File: config.mk
export PLATFORM = sky130hd
export DESIGN_NAME = j_ofm_deshifter_mx_cell
export DESIGN_NICKNAME = d
export VERILOG_FILES = /design/src/rtl/j_ofm_deshifter_mx_cell_pkg.sv /design/src/rtl/j_ofm_deshifter_mx_cell_lane.sv /design/src/rtl/j_ofm_deshifter_mx_cell.sv
export SDC_FILE = /design/constraint.sdc
export NUM_CORES = 2
export LEC_CHECK = 0
export CORE_UTILIZATION = 62
export CTS_BUF_LIST = sky130_fd_sc_hd__clkbuf_2 sky130_fd_sc_hd__clkbuf_4 sky130_fd_sc_hd__clkbuf_8
export DETAILED_ROUTE_END_ITERATION = 10
export PLACE_DENSITY_LB_ADDON = 0.15
export SLEW_MARGIN = 25
export SYNTH_ARGS = -nofsm -noshare
export SYNTH_HDL_FRONTEND = slang
export SYNTH_SLANG_ARGS = --single-unit
File: constraint.sdc
create_clock -name clk -period 8.8 [get_ports clk]
set_input_delay 1.76 -clock clk [delete_from_list [all_inputs] [get_ports clk]]
set_output_delay 1.76 -clock clk [all_outputs]
set_load 0.01 [all_outputs]
File: src/rtl/j_ofm_deshifter_mx_cell_pkg.sv
// rtl/j_ofm_deshifter_mx_cell_pkg.sv - shared types and constants for the OFM deshifter
package j_ofm_deshifter_mx_cell_pkg;

    localparam int NUM_LANES          = 8;
    localparam int ELEMS_PER_WORD_DEF = 4;

    typedef enum logic [1:0] {
        ST_IDLE,
        ST_RUN,
        ST_WRITE
    } lane_state_e;

    function automatic int clog2(input int value);
        int result;
        result = 0;
        for (int v = value - 1; v > 0; v = v >>> 1) begin
            result = result + 1;
        end
        return result;
    endfunction

endpackage

File: src/rtl/j_ofm_deshifter_mx_cell_lane.sv
// rtl/j_ofm_deshifter_mx_cell_lane.sv - one deshifter lane: packs beats into words and writes a bank
// Optional overflow detection under J_DESHIFT_OVERFLOW_CHK_EN.
module j_ofm_deshifter
    import j_ofm_deshifter_mx_cell_pkg::*;
#(
    parameter int SHIFT_WIDTH    = 8,
    parameter int ELEMS_PER_WORD = ELEMS_PER_WORD_DEF,
    parameter int SRAM_ADDR_W    = 18,
    localparam int SRAM_DATA_W   = SHIFT_WIDTH * ELEMS_PER_WORD
) (
    input  logic                   clk,
    input  logic                   reset,
    input  logic                   start,
    input  logic [SRAM_ADDR_W-1:0] base_addr,
    input  logic [SRAM_ADDR_W-1:0] img_size,
    input  logic [SHIFT_WIDTH-1:0] serial_input,
    input  logic                   serial_en,
    output logic                   lane_idle,
    output logic                   sram_we,
    output logic [SRAM_ADDR_W-1:0] sram_addr,
    output logic [SRAM_DATA_W-1:0] sram_wdata,
    output logic                   ovf_err
);

    localparam int SLOT_W = (ELEMS_PER_WORD > 1) ? clog2(ELEMS_PER_WORD) : 1;

    lane_state_e            state;
    logic [SRAM_ADDR_W-1:0] img_lat;
    logic [SRAM_ADDR_W-1:0] wr_addr;
    logic [SRAM_ADDR_W-1:0] elem_cnt;
    logic [SLOT_W-1:0]      slot_cnt;
    logic [SRAM_DATA_W-1:0] pack;
    logic [SRAM_DATA_W-1:0] packed_c;
    logic                   remaining;
    logic                   accept;
    logic                   complete;

    // sram_wdata is the second buffer: once a word is handed to it, pack restarts
    // empty, so a beat landing in the WRITE cycle goes straight into the next word.
    assign remaining = (elem_cnt != img_lat);
    assign accept    = serial_en && ((state == ST_RUN) || ((state == ST_WRITE) && remaining));
    assign complete  = accept && ((slot_cnt == SLOT_W'(ELEMS_PER_WORD - 1)) ||
                                  (elem_cnt == img_lat - SRAM_ADDR_W'(1)));
    assign lane_idle = (state == ST_IDLE);

    always_comb begin
        packed_c = pack;
        packed_c[slot_cnt*SHIFT_WIDTH +: SHIFT_WIDTH] = serial_input;
    end

    always_ff @(posedge clk) begin
        if (reset) begin
            state      <= ST_IDLE;
            img_lat    <= '0;
            wr_addr    <= '0;
            elem_cnt   <= '0;
            slot_cnt   <= '0;
            pack       <= '0;
            sram_we    <= 1'b0;
            sram_addr  <= '0;
            sram_wdata <= '0;
        end else begin
            sram_we <= 1'b0;
            if (accept) begin
                elem_cnt <= elem_cnt + SRAM_ADDR_W'(1);
                if (complete) begin
                    pack       <= '0;
                    slot_cnt   <= '0;
                    sram_we    <= 1'b1;
                    sram_addr  <= wr_addr;
                    sram_wdata <= packed_c;
                    wr_addr    <= wr_addr + SRAM_ADDR_W'(1);
                end else begin
                    pack     <= packed_c;
                    slot_cnt <= slot_cnt + SLOT_W'(1);
                end
            end
            case (state)
                ST_IDLE: begin
                    if (start && (img_size != '0)) begin
                        img_lat  <= img_size;
                        wr_addr  <= base_addr;
                        elem_cnt <= '0;
                        slot_cnt <= '0;
                        pack     <= '0;
                        state    <= ST_RUN;
                    end
                end
                ST_RUN: begin
                    if (complete) state <= ST_WRITE;
                end
                ST_WRITE: begin
                    if (complete)       state <= ST_WRITE;
                    else if (remaining) state <= ST_RUN;
                    else                state <= ST_IDLE;
                end
                default: state <= ST_IDLE;
            endcase
        end
    end

`ifdef J_DESHIFT_OVERFLOW_CHK_EN
    logic ovf_q;

    always_ff @(posedge clk) begin
        if (reset) begin
            ovf_q <= 1'b0;
        end else if ((state == ST_IDLE) && start) begin
            ovf_q <= 1'b0;
        end else if (serial_en && ((state == ST_IDLE) || ((state == ST_WRITE) && !remaining))) begin
            ovf_q <= 1'b1;
        end
    end

    assign ovf_err = ovf_q;
`else
    assign ovf_err = 1'b0;
`endif

endmodule

File: src/rtl/j_ofm_deshifter_mx_cell.sv
// rtl/j_ofm_deshifter_mx_cell.sv - eight-lane OFM deshifter top; optional J_DESHIFT_OVERFLOW_CHK_EN
// Registers the start pulse, fans it to the lanes and reduces their idle flags.
module j_ofm_deshifter_mx_cell
    import j_ofm_deshifter_mx_cell_pkg::*;
#(
    parameter int SRAM_DEPTH     = 256 * 256 * 4,
    parameter int SHIFT_WIDTH    = 8,
    parameter int ELEMS_PER_WORD = ELEMS_PER_WORD_DEF,
    parameter int SRAM_ADDR_W    = clog2(SRAM_DEPTH),
    localparam int SRAM_DATA_W   = SHIFT_WIDTH * ELEMS_PER_WORD
) (
    input  logic                             clk,
    input  logic                             reset,
    input  logic                             write_start,
    output logic                             write_idle,
    input  logic [SRAM_ADDR_W*NUM_LANES-1:0] base_addr,
    input  logic [SRAM_ADDR_W-1:0]           img_size,
    input  logic [SHIFT_WIDTH*NUM_LANES-1:0] serial_input,
    input  logic [NUM_LANES-1:0]             serial_en,
    output logic [NUM_LANES-1:0]             sram_we,
    output logic [SRAM_ADDR_W*NUM_LANES-1:0] sram_addr,
    output logic [SRAM_DATA_W*NUM_LANES-1:0] sram_wdata,
    output logic [NUM_LANES-1:0]             ovf_err
);

    logic                 start_q;
    logic [NUM_LANES-1:0] lane_idle;

    always_ff @(posedge clk) begin
        if (reset) begin
            start_q    <= 1'b0;
            write_idle <= 1'b1;
        end else begin
            start_q    <= write_start;
            write_idle <= &lane_idle;
        end
    end

    for (genvar i = 0; i < NUM_LANES; i++) begin : g_lane
        j_ofm_deshifter #(
            .SHIFT_WIDTH    (SHIFT_WIDTH),
            .ELEMS_PER_WORD (ELEMS_PER_WORD),
            .SRAM_ADDR_W    (SRAM_ADDR_W)
        ) u_lane (
            .clk          (clk),
            .reset        (reset),
            .start        (start_q),
            .base_addr    (base_addr[i*SRAM_ADDR_W +: SRAM_ADDR_W]),
            .img_size     (img_size),
            .serial_input (serial_input[i*SHIFT_WIDTH +: SHIFT_WIDTH]),
            .serial_en    (serial_en[i]),
            .lane_idle    (lane_idle[i]),
            .sram_we      (sram_we[i]),
            .sram_addr    (sram_addr[i*SRAM_ADDR_W +: SRAM_ADDR_W]),
            .sram_wdata   (sram_wdata[i*SRAM_DATA_W +: SRAM_DATA_W]),
            .ovf_err      (ovf_err[i])
        );
    end

endmodule
==> results.yml <==
outcome:
  outcome: "complete, no violations"
sta:
  hold_ws_ns: 0.429
  setup_viol: 0
  fmax_ghz: 0.187
  slew_violations: 0
  period_share_pct: 60.8
  fin_skew_ns: 0.0345
  worst_slack_ns: 3.45
  fin_crit_ns: 5.35
  rsz0062_at_grt: "no"
  slew_headroom_pct: 31.1
  tns_ns: 0
  tightestPinTransition_ns: 1.03
  final_hold_viol_count: 0
synth:
  synth.distinct_cells: 89
  synth_area_mm2: 0.0516
  synth_common_cells: "dfxtp_1, nor2_1, nand2_1, a21oi_1, a211oi_1"
  synth_cells: 6257
  synth.most_common_cell: "dfxtp_1"
  yosysWarnings: 0
  ys.flop_type: "dfxtp_1"
  synth_edf_count: 0
  ys_top_cells_by_area: "dfxtp_1, nor2_1, a211oi_1, nand2_1, a21oi_1"
  synth_area_per_cell_um2: 8.24
  async_flop_share_pct: 0
  synth_seq_cells: 1130
  yosys.area.top_type: "dfxtp_1"
  synth_top_area_share_pct: 43.9
  ys_seq_area_share_pct: 43.9
min_path:
  hold_start: "g_lane[0].u_lane.pack[31]"
  timing.hold.worst_path_depth: 2
  holdPathEnd: "g_lane[0].u_lane.pack[31]"
  hp-class: "flip-flop to flip-flop"
layout:
  area_growth_pct: 20.9
  fill_cells: 6284
  register_area_mm2: 0.0226
  multiInputGateArea_mm2: 0.0270
  layout-drive-gt1-share_pct: 6.72
  nets: 7008
  final_area_mm2: 0.0623
global_routing:
  gr-usage-all-layers_pct: 33.9
  grt_max_degree: 185
  grt_pass1_vias: 44100
  grt-ovfl-total: 0
  grt_pass1_wl_um: 235000
  antenna_found_initial: 13
cts:
  post_cts_buffers: 0
  htree_levels: 4
  cts_made_buffers: 180
  postCtsHoldBufs: 0
  cts_tree: "built"
  clk_pin_slew_ns: 0.06
  cts_root_buf: "clkbuf_8"
  insertion_delay_ns: 0.84
  cts.path.max_buffers: 3
  post_cts_resize_count: 0
  cts.sinks: 1130
route:
  drc_errors: 0
  dr.first_iter.drc_count: 3753
  wirelength_um: 148000
  wl_per_cell_um: 18.7
  drt-pass1-iter-count: 8
  vias: 46800
  ant_nets: 0
  avgViaCountPerCell: 5.92
critical_path:
  worstSetupPathType: "primary input to flip-flop"
  crit_path_start_kind: "primary input"
  ff2ff_path_depth: 10
  cp-end-kind: "flip-flop"
  crit_fanout: 53
  required_ns: 9.54
  r2r_end: "g_lane[6].u_lane.wr_addr[4]"
  critPathArrivalTime_ns: 6.08
  r2r_start: "g_lane[6].u_lane.img_lat[2]"
  rrSetupSlack_ns: 4.07
run:
  maxCapViolCount: 0
placed_design:
  port_buffers: 645
  place_ws_ns: 2.67
  gp_congestion: 0.947
  hpwl_um: 102000
  dpl_cell_area_mm2: 0.0584
floorplan:
  die_w_um: 290
  ios: 654
  core-area_mm2: 0.0822
  dieArea_mm2: 0.0843
  dieHeight_um: 290
  start_util_pct: 62.7
  rows: 105
power_and_ir_drop:
  vdd_drop_max_v: 0.000157
  power.leakage_nw: 21.7
  powerDensity_mw_per_mm2: 181
==> critical path: stages <==
cell and delay (ns):
clkdlybuf4s50_1 0.72, or4_1 0.70, o31ai_4 0.63, or3_2 0.22, buf_4 0.43, nand2_1 0.57, or2_2 0.73, a211oi_1 0.28
==> worst max path at each step <==
stage,startpoint,end,slack [ns]
after floorplan,img_size[13],g_lane[3].u_lane.pack[24],4.32
after CTS,img_size[14],g_lane[3].u_lane.pack[6],3.57
final,img_size[14],g_lane[3].u_lane.pack[6],3.45
after global routing,img_size[14],g_lane[3].u_lane.pack[26],3.19
after global placement,img_size[13],g_lane[3].u_lane.pack[28],2.86
after detailed placement,img_size[14],g_lane[3].u_lane.pack[6],2.67
==> sequential cells by signal, summed over array words and instances (netlist names) <==
| signal | flops |
|---|---|
| g_lane.u_lane.pack | 256 |
| g_lane.u_lane.sram_wdata | 256 |
| g_lane.u_lane.elem_cnt | 144 |
| g_lane.u_lane.img_lat | 144 |
| g_lane.u_lane.sram_addr | 144 |
| g_lane.u_lane.wr_addr | 144 |
| g_lane.u_lane.slot_cnt | 16 |
| g_lane.u_lane.state | 16 |
| g_lane.u_lane.sram_we | 8 |
| start_q | 1 |
| write_idle | 1 |
==> power breakdown <==
part,switching [mW],leakage [nW],internal (mW)
logic,0.638,10.5,0.429
clock network,2.11,2.08,2.71
registers,0.142,9.15,5.24
total,2.89,21.7,8.38
==> logic make-up (layout without fill, tap and decap cells) <==
kind of cell | after synthesis | in the layout | synth area share (%)
xor gates and xnor gates | 442 | 442 | 7.51
AOI/OAI and AO/OA | 1349 | 1349 | 17.0
other | 1 | 14 | 0.00727
adders and majority gates | 64 | 64 | 1.55
and+or+nand+nor | 2578 | 2578 | 23.2
muxes | 126 | 126 | 2.48
DFF | 1130 | 1130 | 43.9
buffers and inverters | 567 | 1145 | 4.35
==> final cells by class <==
class	instances	area share, %
Sequential cell	1130	36.3
Timing Repair Buffer	716	11.3
Antenna cell	6	0.0241
Clock buffer	281	5.56
Tap cell	1070	2.15
Clock inverter	36	0.692
Inverter	112	0.674
Multi-Input combinational cell	4567	43.3
==> metrics by stage <==
step	instances	power [mW]	util, %
after floorplan	6264	6.15	-
after global placement	7593	6.50	70.9
after detailed placement	7595	6.52	71.0
after CTS	7912	11.3	75.7
after global routing	7917	11.7	75.8
final	7918	11.3	75.8
==> routing by layer <==
metal / GRT usage (%) / share of wire (%)
met5: 0 / 0.041
met4: 13.8 / 3.7
met3: 7.72 / 8.3
met2: 54.4 / 46
met1: 43.9 / 42
==> cells in the final DEF, fill, tap and decap left out, drive strengths merged, types with 12 or more instances in the layout <==
cell type / Yosys / layout
a211oi: 445 / 445
a21oi: 505 / 505
a221oi: 20 / 20
a22o: 25 / 25
a22oi: 70 / 70
a311oi: 14 / 14
a31oi: 28 / 28
and2: 37 / 37
and3: 109 / 109
and4: 13 / 13
buf: 83 / 72
clkbuf: 372 / 281
clkdlybuf4s50: 0 / 644
clkinv: 5 / 27
dfxtp: 1130 / 1130
ha: 64 / 64
inv: 107 / 112
mux2i: 121 / 121
nand2: 720 / 720
nand2b: 13 / 13
nand3: 111 / 111
nand3b: 14 / 14
nand4: 100 / 100
nor2: 925 / 925
nor2b: 181 / 181
nor3: 153 / 153
nor4: 61 / 61
nor4b: 24 / 24
o211ai: 12 / 12
o21ai: 109 / 109
or2: 13 / 13
or3: 39 / 39
or4: 30 / 30
xnor2: 215 / 215
xor2: 227 / 227
No activity file was read; power rests on OpenSTA's default activity.
